$ cat src/rtl/mdio_arbiter.sv
// MDIO arbiter: shares one MDIO shift engine between the host MDIC path and
// an autonomous link-status poller, with a per-transaction hang timeout.
//
// state      | meaning
// IDLE       | arbitrate host_req / poll_pend, latch granted frame
// ISSUE      | one-cycle eng_en start pulse
// WAIT_START | wait for the active done line to drop
// WAIT_DONE  | wait for the active done line to return high
// COMPLETE   | ack host or update link state, then back to IDLE
module mdio_arbiter #(
    parameter int         POLL_INTERVAL = 1000000,
    parameter logic [4:0] POLL_REG      = 5'd1,
    parameter int         TIMEOUT       = 8192
) (
    input  logic        clk,
    input  logic        rst_n,
    input  logic        host_req,
    input  logic [31:0] host_frame,
    output logic        host_ack,
    output logic        host_err,
    output logic [15:0] host_rdata,
    input  logic        poll_en,
    input  logic [4:0]  poll_phyad,
    output logic        link_up,
    output logic        link_change,
    output logic        busy,
    output logic        eng_en,
    output logic [31:0] eng_wdata,
    input  logic [15:0] eng_rdata,
    input  logic        eng_rd_done,
    input  logic        eng_wr_done
);

    localparam int PW = (POLL_INTERVAL > 2) ? $clog2(POLL_INTERVAL) : 1;
    localparam int TW = (TIMEOUT > 2) ? $clog2(TIMEOUT) : 1;
    localparam logic [PW-1:0] POLL_LAST = PW'(POLL_INTERVAL - 1);
    localparam logic [TW-1:0] TMO_LAST  = TW'(TIMEOUT - 1);

    typedef enum logic [2:0] {
        IDLE, ISSUE, WAIT_START, WAIT_DONE, COMPLETE
    } state_t;

    state_t          state, state_nxt;
    logic            owner_host;
    logic            last_host;
    logic [TW-1:0]   tmo_cnt;
    logic [PW-1:0]   poll_cnt;
    logic            poll_pend;
    logic            host_cand, poll_cand, op_legal;
    logic            grant_host, grant_poll, grant_bad;
    logic            done_ok, tmo_hit, active_done, link_new;

    assign eng_en = (state == ISSUE);
    assign busy   = (state != IDLE);

    // State register
    always_ff @(posedge clk or negedge rst_n) begin
        if (!rst_n) state <= IDLE;
        else        state <= state_nxt;
    end

    // Arbitration and next-state; a host still in its ack cycle is not re-granted
    always_comb begin
        state_nxt   = state;
        grant_host  = 1'b0;
        grant_poll  = 1'b0;
        grant_bad   = 1'b0;
        done_ok     = 1'b0;
        tmo_hit     = 1'b0;
        host_cand   = host_req && !host_ack;
        poll_cand   = poll_pend && poll_en;
        op_legal    = host_frame[29] ^ host_frame[28];
        active_done = eng_wdata[29] ? eng_rd_done : eng_wr_done;
        case (state)
            IDLE: begin
                if (host_cand && (!poll_cand || !last_host)) begin
                    if (op_legal) begin
                        grant_host = 1'b1;
                        state_nxt  = ISSUE;
                    end else begin
                        grant_bad  = 1'b1;
                    end
                end else if (poll_cand) begin
                    grant_poll = 1'b1;
                    state_nxt  = ISSUE;
                end
            end
            ISSUE: state_nxt = WAIT_START;
            WAIT_START: begin
                if (!active_done) begin
                    state_nxt = WAIT_DONE;
                end else if (tmo_cnt == TMO_LAST) begin
                    tmo_hit   = 1'b1;
                    state_nxt = COMPLETE;
                end
            end
            WAIT_DONE: begin
                if (active_done) begin
                    done_ok   = 1'b1;
                    state_nxt = COMPLETE;
                end else if (tmo_cnt == TMO_LAST) begin
                    tmo_hit   = 1'b1;
                    state_nxt = COMPLETE;
                end
            end
            COMPLETE: state_nxt = IDLE;
            default:  state_nxt = IDLE;
        endcase
    end

    // Grant bookkeeping: owner, served-last flag and the frame held for the engine
    always_ff @(posedge clk or negedge rst_n) begin
        if (!rst_n) begin
            owner_host <= 1'b0;
            last_host  <= 1'b0;
            eng_wdata  <= 32'h0;
        end else if (grant_host) begin
            owner_host <= 1'b1;
            last_host  <= 1'b1;
            eng_wdata  <= host_frame;
        end else if (grant_poll) begin
            owner_host <= 1'b0;
            last_host  <= 1'b0;
            eng_wdata  <= {2'b01, 2'b10, poll_phyad, POLL_REG, 2'b11, 16'hFFFF};
        end else if (grant_bad) begin
            last_host  <= 1'b1;
        end
    end

    // Transaction timeout counter
    always_ff @(posedge clk or negedge rst_n) begin
        if (!rst_n)                                           tmo_cnt <= '0;
        else if (state == ISSUE)                              tmo_cnt <= '0;
        else if (state == WAIT_START || state == WAIT_DONE)   tmo_cnt <= tmo_cnt + 1'b1;
    end

    // Poll interval timer; a new expiry wins over a same-cycle grant clear
    always_ff @(posedge clk or negedge rst_n) begin
        if (!rst_n) begin
            poll_cnt  <= '0;
            poll_pend <= 1'b0;
        end else if (!poll_en) begin
            poll_cnt  <= '0;
            poll_pend <= 1'b0;
        end else begin
            poll_cnt <= (poll_cnt == POLL_LAST) ? '0 : poll_cnt + 1'b1;
            if (poll_cnt == POLL_LAST) poll_pend <= 1'b1;
            else if (grant_poll)       poll_pend <= 1'b0;
        end
    end

    // Host response; illegal OPs are answered straight from IDLE
    always_ff @(posedge clk or negedge rst_n) begin
        if (!rst_n) begin
            host_ack   <= 1'b0;
            host_err   <= 1'b0;
            host_rdata <= 16'h0;
        end else begin
            host_ack <= 1'b0;
            host_err <= 1'b0;
            if (grant_bad) begin
                host_ack <= 1'b1;
                host_err <= 1'b1;
            end else if ((done_ok || tmo_hit) && owner_host) begin
                host_ack   <= 1'b1;
                host_err   <= tmo_hit;
                host_rdata <= tmo_hit ? 16'hFFFF : (eng_wdata[29] ? eng_rdata : 16'h0000);
            end
        end
    end

    assign link_new = tmo_hit ? 1'b0 : eng_rdata[2];

    // Link state from poll results; an aborted poll reports link down
    always_ff @(posedge clk or negedge rst_n) begin
        if (!rst_n) begin
            link_up     <= 1'b0;
            link_change <= 1'b0;
        end else begin
            link_change <= 1'b0;
            if ((done_ok || tmo_hit) && !owner_host) begin
                link_up     <= link_new;
                link_change <= link_new ^ link_up;
            end
        end
    end

endmodule

$ cat config.mk
export PLATFORM = sky130hd
export DESIGN_NAME = mdio_arbiter
export DESIGN_NICKNAME = d
export VERILOG_FILES = /design/src/rtl/mdio_arbiter.sv
export SDC_FILE = /design/constraint.sdc
export NUM_CORES = 1
export LEC_CHECK = 0
export ABC_AREA = 1
export BUFFER_PORTS_ARGS = -buffer_cell sky130_fd_sc_hd__buf_4
export CORE_MARGIN = 2
export CORE_UTILIZATION = 48
export DETAILED_ROUTE_END_ITERATION = 12
export GPL_ROUTABILITY_DRIVEN = 0
export GPL_TIMING_DRIVEN = 0
export PLACE_DENSITY_LB_ADDON = 0.12
export RECOVER_POWER = 50
export SLEW_MARGIN = 20
export SYNTH_ARGS = -nofsm -noshare
export SYNTH_HDL_FRONTEND = slang
export SYNTH_SLANG_ARGS = --single-unit
$ cat constraint.sdc
create_clock -name clk -period 1.35 [get_ports clk]
set_input_delay 0.2025 -clock clk [delete_from_list [all_inputs] [get_ports clk]]
set_output_delay 0.2025 -clock clk [all_outputs]
set_load 0.05 [all_outputs]
==> results by group, run 1 <==
Setup path
  • WS Path Type: flip-flop to flip-flop
  • Worst EP arrival: 1.87 ns
  • R2R depth: 10
  • Slowest-stage cell, CP: dfrtp_1
  • Reg2reg setup slack: -0.26 ns
  • CP cell instances: inv_1, nor2_4, nand2_2, nor2_4, nand2_4, nand2_8, nand2_8, clkbuf_16, nand2_1, nand2_1
  • Reg-to-Reg Start: tmo_cnt[3]
  • Reg2Reg Capture Point: host_rdata[1]
  • Crit path max fanout: 5
  • Required time of the critical path: 1.61 ns
  • Worst Setup End Kind: flip-flop
  • Worst stage delay on the critical path: 0.45 ns
  • Critical path startpoint category: flip-flop

Final layout
  • Fillers: 636
  • Ant diodes: 0
  • Area delta synth->final: 54.1%
  • Finished Cell Area: 0.00694 sq mm
  • # nets final: 830
  • Share of cells above drive strength 1: 0.463

Timing
  • Clk_skew: 0.0236 ns
  • Final WS setup: -0.261 ns
  • RSZ-0062 raised after global routing: true
  • Worst slew pin tran: 0.860 ns
  • Final count of negative-setup-slack endpoints: 79
  • Fin. max-slew vios: 0
  • Final Hold Vio Count: 0
  • Slew HR: 0.427
  • Final period util: 1.19
  • Final min period: 1.61 ns
  • F_max: 0.621 GHz

CTS
  • Clock sinks: 91
  • Worst-path clk slew: 0.10 ns
  • CTS max path bufs: 2
  • Clock root cell: clkbuf_8
  • Htree depth: 3
  • Num CTS Buffers: 9
  • CTS tree: yes
  • Clock Latency Late Sink: 0.36 ns

Min path
  • WHS Endpoint: eng_wdata[28]
  • Worst Hold Class: input port to flip-flop
  • Hold_sp: host_frame[29]
  • Hold depth: 2

Placed design
  • DP Area: 0.00556 sq mm
  • Port Buffer Count: 112
  • Worst slack, placed: -0.319 ns
  • Final HPWL from detailed placement: 7870 um

Floorplanning
  • Chip width: 101 um
  • Initial core utilization: 0.492
  • Core area: 0.00915 sq mm
  • Num rows: 35
  • Die area: 0.0102 sq mm
  • Io pins: 113
  • Die Y: 101 um

Synthesis
  • Seq/Total Area, Yosys: 0.506
  • Post-synth cell types: 33
  • Area of the mapped netlist: 0.00450 sq mm
  • Ys Warns: 0
  • Flops & latches, synth: 91
  • Mapped Cells: 577
  • Syn nets: 638
  • Syn Area/Cell: 7.80 sq um

Job
  • Max-Cap Viols: 0

Outcome
  • Failing checks: negative setup slack
  • Status: complete, but fails checks

Power and ir drop
  • Peak supply drop: 1690 uV
  • PD cells: 2020 mW/mm^2
  • Leakage: 3.36 nW

Drt
  • Initial detailed-routing violation count: 258
  • Detailed-route via count: 4,676
  • Routed len/inst: 15.7 um
  • Wirelength, routed: 13,800 um
  • Total DRC errors in the routed layout: 0
  • DRT antenna net count: 0
  • Drt pass-1 iters: 6
  • Vias/cell: 5.29

Global route
  • Largest net degree at the start of global routing: 92
  • Grt met3 use: 0.0541
  • Overflow after GRT: 0
  • Global-route track usage on met1: 0.304
  • All-Layer GR Usage: 0.237
  • GRT busiest layer: met2
  • Initial antenna violation count: 0
  • Vias in the first global route: 4,106
  • First-pass GRT wire length: 19,100 um
  • Global Route met2 Usage: 0.401
## registers in the layout, indices dropped and copies added, names as in the netlist, 3 cells and up
register,flops
host_rdata,16
eng_wdata,32
tmo_cnt,13
poll_cnt,20
state,3
## how the worst max path moves through the flow
stage                             start        endpoint  depth (start not counted)
final                        tmo_cnt[3]   host_rdata[1]                         10
after global routing         tmo_cnt[2]   host_rdata[0]                         10
after floorplan           eng_wdata[29]   host_rdata[0]                         12
after detailed placement     tmo_cnt[0]  host_rdata[14]                         11
after global placement       tmo_cnt[0]   host_rdata[3]                         11
after CTS                    tmo_cnt[1]  host_rdata[14]                         11
## layout by cell type (no fill, tap or decap), drive strengths merged, types with 3 or more instances in the layout
master,count
a21oi,15
buf,170
clkbuf,35
clkinv,3
dfrtp,91
inv,46
nand2,171
nand3,53
nand4,8
nor2,128
nor3,12
o21ai,17
xor2,5
## where the power goes
group / switching, mW / internal, mW / total [mW] / leakage (nW)
registers: 0.584 / 3.53 / 4.11 / 1.14
clock network: 0.994 / 1.09 / 2.09 / 0.109
logic: 5.10 / 2.69 / 7.80 / 2.11
## kinds of logic (layout without fill, tap and decap cells)
| logic type | count (synthesis) | after routing | share of synthesized area |
|---|---|---|---|
| XOR/XNOR | 7 | 7 | 0.0136 |
| AO/OA/AOI/OAI | 39 | 39 | 0.0497 |
| AND/OR/NAND/NOR | 374 | 375 | 0.358 |
| buffers and inverters | 64 | 259 | 0.0678 |
| flip-flops | 91 | 91 | 0.506 |
| adder cells (fa/ha/maj) | 2 | 2 | 0.00556 |
## layout make-up
type	count	area [sq um]	area share
inverters	48	199	0.0287
repair buffers	181	1450	0.209
well taps	111	139	0.0200
multi-input cells	423	2480	0.357
clock buffers	10	138	0.0198
plain buffers	15	159	0.0229
clock inverters	5	85.1	0.0123
flip-flops and latches	91	2290	0.330
## metrics by stage
stage	hold WS [ns]	util	total power, mW	setup TNS (ns)	std cells
6_report	0.0504	0.758	14.0	-10.13	884
5_1_grt	0.0332	0.758	14.7	-16.28	884
4_1_cts	0.0290	0.689	13.2	-7.67	851
3_5_place_dp	0.341	0.607	10.4	-8.89	800
3_3_place_gp	0.406	0.607	10.3	-8.07	800
2_1_floorplan	-0.0931	-	8.46	-6.07	577
## cells in the mapped netlist
master      n  area share
buf_2       4      0.0044
ha_1        2      0.0056
o21bai_1    2      0.0033
inv_1      40       0.033
dfrtp_1    91        0.51
nor3_1     12       0.013
o21ai_4     1      0.0036
nand2_2     5      0.0069
clkbuf_1    3      0.0025
nand3_2     1      0.0022
o21ai_0    14       0.016
nor2_4      3      0.0075
nand2_8     1      0.0044
clkinv_1    1     0.00083
nor2_2      1      0.0014
nand3_1    51       0.057
nand2_4     3      0.0075
nand3_4     1      0.0039
a32o_1      1      0.0022
o21ai_1     2      0.0022
xor2_1      5      0.0097
nand4_1     8       0.011
nand2_1   161        0.13
inv_2       7      0.0058
a21oi_1    15       0.017
nor2_1    124        0.10
buf_4       2      0.0033
xnor2_1     2      0.0039
nor3b_1     2      0.0033
a31oi_1     2      0.0028
nand3b_1    1      0.0017
buf_6       7       0.018
o21a_1      2      0.0033
## layer usage
layer  share of wire  vias up  wire (um)
met1            0.39     2268       5450
met4           0.027        0        379
met5               0        -          0
met3           0.054       31        745
li1                -     2198          -
met2            0.53      179       7270
## critical path: cells and delay by family, from the launching register on
family,cells,cell delay (ns)
and+or+nand+nor,8,0.69
DFF,1,0.45
buffers and inverters,2,0.35
## what timing repair did
item	4_1_cts	5_1_grt
buffers inserted	31	36
setup endpoints to repair	79	85
resized for setup	60	129
pin swaps	17	44
hold endpoints to repair	91	0
hold buffers	1	0
cloned	4	2
Note: power is estimated with default switching activity, not from simulation.
==> run 2, diff against run 1 <==
- CORE_UTILIZATION: 48 -> 53
- clock period: 1.35 -> 1.6 ns (I/O delays scaled with it)
==> run 2 against run 1 <==
  * The flow now finishes without violations
  * Global-route usage increased by 1.1 points
  * Clock power down 25%
  * Sequential cell count stayed put
  * Wire length down 16%
  * Combinational power decreased by 29%
  * Clock skew shrank 0.0069 ns
  * Hold slack improved by 0.044 ns
  * Core utilization fell by 3.2 points
  * Largest power group unchanged
==> results by group, run 2 (same netlist as run 1, synthesis figures left out) <==
Outcome
  • Status: finished, final reports clean

Final layout
  • Share of cells above drive strength 1: 0.288
  • Area taken by multi-input logic gates: 0.00207 sq mm
  • Ant diodes: 0
  • # nets final: 788
  • Leading cell type in the layout, fill and taps excluded: nand2_1
  • Layout Cells excl Fill: 837
  • Regs by FF count: eng_wdata: 32 flops, poll_cnt: 20 flops, host_rdata: 16 flops
  • Area delta synth->final: 32.5%
  • Sequential Area: 0.00228 sq mm
  • Max reg flops: 32
  • Commonest non-fill, non-tap cells in the layout: nand2_1 (154), nor2_1 (115), buf_4 (94)
  • Finished Cell Area: 0.00597 sq mm
  • Largest Register: eng_wdata
  • Fillers: 612

Timing
  • Fin. max-slew vios: 0
  • F_max: 0.627 GHz
  • Final period util: 0.997
  • Worst slew pin tran: 0.823 ns
  • RSZ-0062 raised after global routing: true
  • Final count of negative-setup-slack endpoints: 0
  • Clk_skew: 0.0167 ns
  • Slew HR: 0.451
  • Final min period: 1.60 ns
  • Final Hold Vio Count: 0
  • TNS Setup: 0 ns

Global route
  • Grt met3 use: 0.0611
  • Global Route met2 Usage: 0.399
  • Vias in the first global route: 3,936
  • Global-route track usage on met1: 0.315
  • First-pass GRT wire length: 17,800 um
  • Overflow after GRT: 0
  • Initial antenna violation count: 0
  • GRT busiest layer: met2
  • All-Layer GR Usage: 0.248
  • Largest net degree at the start of global routing: 92

CTS
  • Clock sinks: 91
  • Clock Latency Late Sink: 0.37 ns
  • CTS max path bufs: 2
  • CTS tree: yes
  • Worst-path clk slew: 0.10 ns
  • Num CTS Buffers: 9
  • Htree depth: 3
  • Clock root cell: clkbuf_8

Drt
  • Wirelength, routed: 11,600 um
  • Detailed-route via count: 4,308
  • Vias/cell: 5.15
  • Initial detailed-routing violation count: 203
  • DRT antenna net count: 0
  • Drt pass-1 iters: 4
  • Routed len/inst: 13.9 um
  • Total DRC errors in the routed layout: 0

Power and ir drop
  • PD cells: 1750 mW/mm^2
  • Peak supply drop: 1080 uV
  • Pwr Total: 10.4 mW
  • Leakage: 3.03 nW

Floorplanning
  • Initial core utilization: 0.548
  • Num rows: 33
  • Io pins: 113
  • Core area: 0.00822 sq mm
  • Chip width: 96.2 um
  • Die Y: 96.2 um
  • Die area: 0.00925 sq mm

Setup path
  • Required time of the critical path: 1.91 ns
  • Reg-to-Reg Start: tmo_cnt[0]
  • WS Path Type: flip-flop to flip-flop
  • Critical path launch point: tmo_cnt[0]
  • Crit path max fanout: 5
  • Worst Setup End Kind: flip-flop
  • Worst EP arrival: 1.90 ns
  • Critical path startpoint category: flip-flop

Min path
  • Worst Hold Class: input port to flip-flop
  • Hold_sp: host_frame[29]

Placed design
  • Port Buffer Count: 112
  • Final HPWL from detailed placement: 7870 um
  • DP Area: 0.00549 sq mm
  • DP Cell Count: 794

Job
  • Max-Cap Viols: 0
## run 2: cell types whose count changed in the layout (fill, tap and decap cells not counted), sizes merged
| cell | previous run | this run |
|---|---|---|
| buf | 170 | 111 |
| bufinv | 2 | 1 |
| clkbuf | 35 | 52 |
| clkinv | 3 | 1 |
| clkinvlp | 2 | 3 |
| inv | 46 | 48 |
| nand2 | 171 | 172 |
## run 2: metrics by stage
step / hold slack (ns) / setup slack (ns) / utilization
after floorplan: -0.0556 / 0.00865 / -
after global placement: 0.445 / -0.0963 / 0.668
after detailed placement: 0.372 / -0.181 / 0.668
after CTS: 0.0837 / 0.000296 / 0.702
after global routing: 0.0925 / -0.0578 / 0.726
final: 0.0947 / 0.00493 / 0.726
## run 2: layout make-up
class / instances / share of cell area
Inverter: 48 / 0.0310
Clock inverter: 5 / 0.0107
Tap cell: 105 / 0.0220
Buffer: 15 / 0.0231
Multi-Input combinational cell: 424 / 0.346
Clock buffer: 11 / 0.0220
Timing Repair Buffer: 138 / 0.162
Sequential cell: 91 / 0.383
## run 2: worst max-delay path: stages (launching register included)
cell       delay [ns]
dfrtp_1          0.36
ha_2             0.19
nand2_1          0.07
nor2_2           0.16
nand2_2          0.09
nor2_4           0.10
nand2_4          0.10
nand2_8          0.13
clkbuf_16        0.15
nand3_1          0.08
nand2_1          0.10
## run 2: power by group
part / internal [mW] / total [mW] / leakage [nW] / switching [mW]
Clock: 0.735 / 1.57 / 0.0877 / 0.833
Combinational: 1.56 / 5.51 / 1.79 / 3.95
Sequential: 2.97 / 3.36 / 1.15 / 0.389
## run 2: what timing repair did
item / CTS / global route
setup endpoints to repair: 17 / 56
hold buffers: 1 / 0
gates cloned: 0 / 4
gates resized for setup: 6 / 39
pin swaps: 2 / 12
setup buffers: 9 / 14
endpoints found under the hold margin: 64 / 0
## run 2: worst paths after layout
check | cells after the start | slack (ns) | end
min in group asynchronous | 2 | 0.50 | tmo_cnt[5]
worst min-delay path | 2 | 0.09 | eng_wdata[28]
max in group asynchronous | 2 | 0.47 | poll_cnt[0]
worst max register to register | 10 | 0.005 | host_rdata[12]
worst max-delay path | 10 | 0.005 | host_rdata[12]
worst min register to register | 2 | 0.48 | host_rdata[10]
## run 2: metal layers
layer,up-vias,part of all wire
met1,2009,0.41
met4,0,0.030
met5,-,0
met3,27,0.068
met2,154,0.49
li1,2118,-
==> run 3, diff against run 2 <==
- BUFFER_PORTS_ARGS: -buffer_cell sky130_fd_sc_hd__buf_4 -> -buffer_cell sky130_fd_sc_hd__buf_2
- CORE_MARGIN: 2 -> default
==> run 3 against run 2 <==
  * First-iteration DRC count shrank 18%
  * Sequential power barely moved
  * Hold slack got worse by 0.010 ns
  * Design area is 3.9% lower
  * Sequential cell count unchanged
  * Die area fell by 4.1%
  * Maximum frequency rose by 1.1%
==> results by group, run 3 (same netlist as run 1, synthesis figures left out) <==
Drt
  • Max layer used: met4
  • Metal-1 WL: 4670 um
  • WL met2: 5340 um
  • Vias/cell: 5.02
  • Detailed-route via count: 4,181
  • Routed wl met3: 602 um
  • Drt pass-1 iters: 4
  • Initial detailed-routing violation count: 166
  • Routed len/inst: 13.0 um
  • Total DRC errors in the routed layout: 0
  • DRT antenna net count: 0
  • Wirelength, routed: 10,900 um

Global route
  • First-pass GRT wire length: 17,300 um
  • Initial antenna violation count: 0
  • Overflow after GRT: 0
  • Largest net degree at the start of global routing: 47
  • Vias in the first global route: 3,969
  • All-Layer GR Usage: 0.250

Power and ir drop
  • Leakage: 2.94 nW
  • Peak supply drop: 1350 uV
  • Sw frac: 0.508
  • PD cells: 1740 mW/mm^2
  • Logic pwr share: 0.525
  • Pint: 4.91 mW
  • Clock power share: 0.139
  • Seq pwr share: 0.336
  • Psw: 5.07 mW
  • Pwr Total: 9.99 mW

Timing
  • Fin. max-slew vios: 0
  • F_max: 0.634 GHz
  • RSZ-0062 raised after global routing: true
  • Final Hold Vio Count: 0
  • Worst slew pin tran: 1.07 ns
  • Final WS setup: 0.0216 ns
  • Final min period: 1.58 ns
  • Slew HR: 0.288
  • Final count of negative-setup-slack endpoints: 0
  • Final period util: 0.987
  • Clk_skew: 0.0164 ns
  • Hold Slack: 0.0844 ns

Setup path
  • Worst stage delay on the critical path: 0.38 ns
  • CP Buf/Inv Count: 1
  • Critical path startpoint category: flip-flop
  • Worst EP arrival: 1.88 ns
  • Worst Setup End Kind: flip-flop
  • Required time of the critical path: 1.90 ns
  • Largest delay share family, worst path: simple AND/OR/NAND/NOR gates
  • Slowest-stage cell, CP: dfrtp_1
  • WS Path Type: flip-flop to flip-flop
  • Crit path max fanout: 5
  • CP cell instances: ha_2, nand2_2, nor2_4, nand2_2, nor2_4, nand2_4, nand2_8, clkbuf_16, nand3_1, nand2_1

Final layout
  • Area delta synth->final: 27.3%
  • Ant diodes: 0
  • Fillers: 690
  • Max reg flops: 32
  • Share of cells above drive strength 1: 0.286
  • Commonest non-fill, non-tap cells in the layout: nand2_1 (156), nor2_1 (114), buf_2 (113)
  • Sequential Area: 0.00228 sq mm
  • Area taken by multi-input logic gates: 0.00205 sq mm
  • Leading cell type in the layout, fill and taps excluded: nand2_1
  • # nets final: 785
  • Largest Register: eng_wdata
  • Regs by FF count: eng_wdata: 32 flops, poll_cnt: 20 flops, host_rdata: 16 flops

Floorplanning
  • Chip width: 94.2 um
  • Num rows: 33
  • Initial core utilization: 0.548
  • Die Y: 94.2 um
  • Core area: 0.00822 sq mm
  • Die area: 0.00887 sq mm
  • Io pins: 113

Placed design
  • Final HPWL from detailed placement: 7690 um
  • Worst slack, placed: -0.107 ns
  • Port Buffer Count: 112

Outcome
  • Status: finished, final reports clean

Min path
  • Worst Hold Class: input port to flip-flop

CTS
  • Num CTS Buffers: 9
  • Worst-path clk slew: 0.09 ns
  • CTS max path bufs: 2
  • CTS tree: yes
  • Clock root cell: clkbuf_8
  • Clock sinks: 91
  • Htree depth: 3
  • Clock Latency Late Sink: 0.36 ns

Job
  • Max-Cap Viols: 0
[run 3: cell types whose count changed in the layout (fill, tap and decap cells not counted), sizes merged]
cell,change
clkbuf,-38
bufinv,-1
buf,+34
clkinv,+1
[run 3: path summary, 6_finish.rpt]
check | slack [ns] | cells past startpoint | from | to
worst max-delay path | 0.02 | 10 | tmo_cnt[1] | host_rdata[12]
worst min-delay path | 0.08 | 2 | host_frame[29] | eng_wdata[28]
worst max register to register | 0.02 | 10 | tmo_cnt[1] | host_rdata[12]
worst min register to register | 0.47 | 2 | eng_wdata[21] | eng_wdata[21]
max in group asynchronous | 0.21 | 3 | rst_n | poll_cnt[2]
min in group asynchronous | 0.60 | 2 | rst_n | tmo_cnt[5]
[run 3: area by class of cell]
cell class | count | share of cell area
flip-flops and latches | 91 | 0.398
multi-input cells | 424 | 0.358
repair buffers | 136 | 0.138
inverters | 48 | 0.0323
well taps | 105 | 0.0229
clock buffers | 10 | 0.0223
plain buffers | 14 | 0.0214
clock inverters | 5 | 0.00698
[run 3: worst register-to-register path: stages (launching register included)]
cell,delay (ns)
dfrtp_1,0.38
ha_2,0.22
nand2_2,0.08
nor2_4,0.12
nand2_2,0.06
nor2_4,0.12
nand2_4,0.10
nand2_8,0.12
clkbuf_16,0.15
nand3_1,0.07
nand2_1,0.09
[run 3: power by group through the flow]
stage                     clock network, mW  registers, mW  logic [mW]
after CTS                              1.42           3.32        5.01
final                                  1.39           3.35        5.25
after global placement                    0           3.36        4.76
after floorplan                           0           5.40        1.66
after detailed placement                  0           3.38        4.88
after global routing                   1.50           3.44        5.64
[run 3: metal layers]
layer	vias up	track usage
met5	-	0
met4	0	0.105
met3	18	0.0494
met2	118	0.420
met1	1920	0.311
li1	2125	-
[run 3: repair_timing]
item | 4_1_cts | 5_1_grt
buffers inserted | 7 | 14
resized for setup | 6 | 35
cloned | 0 | 3
endpoints found under the hold margin | 45 | 0
hold buffers | 1 | 0
pin swaps | 2 | 9
setup endpoints to repair | 15 | 54
[run 3: through the flow]
| stage | TNS (ns) | std cells | util | cell area (sq um) |
|---|---|---|---|---|
| after global placement | -51.82 | 794 | 0.634 | 5210 |
| final | 0 | 833 | 0.698 | 5730 |
| after global routing | -0.649 | 833 | 0.698 | 5730 |
| after CTS | 0 | 817 | 0.666 | 5470 |
| after detailed placement | -0.876 | 795 | 0.638 | 5240 |
| after floorplan | 0 | 577 | - | 4520 |
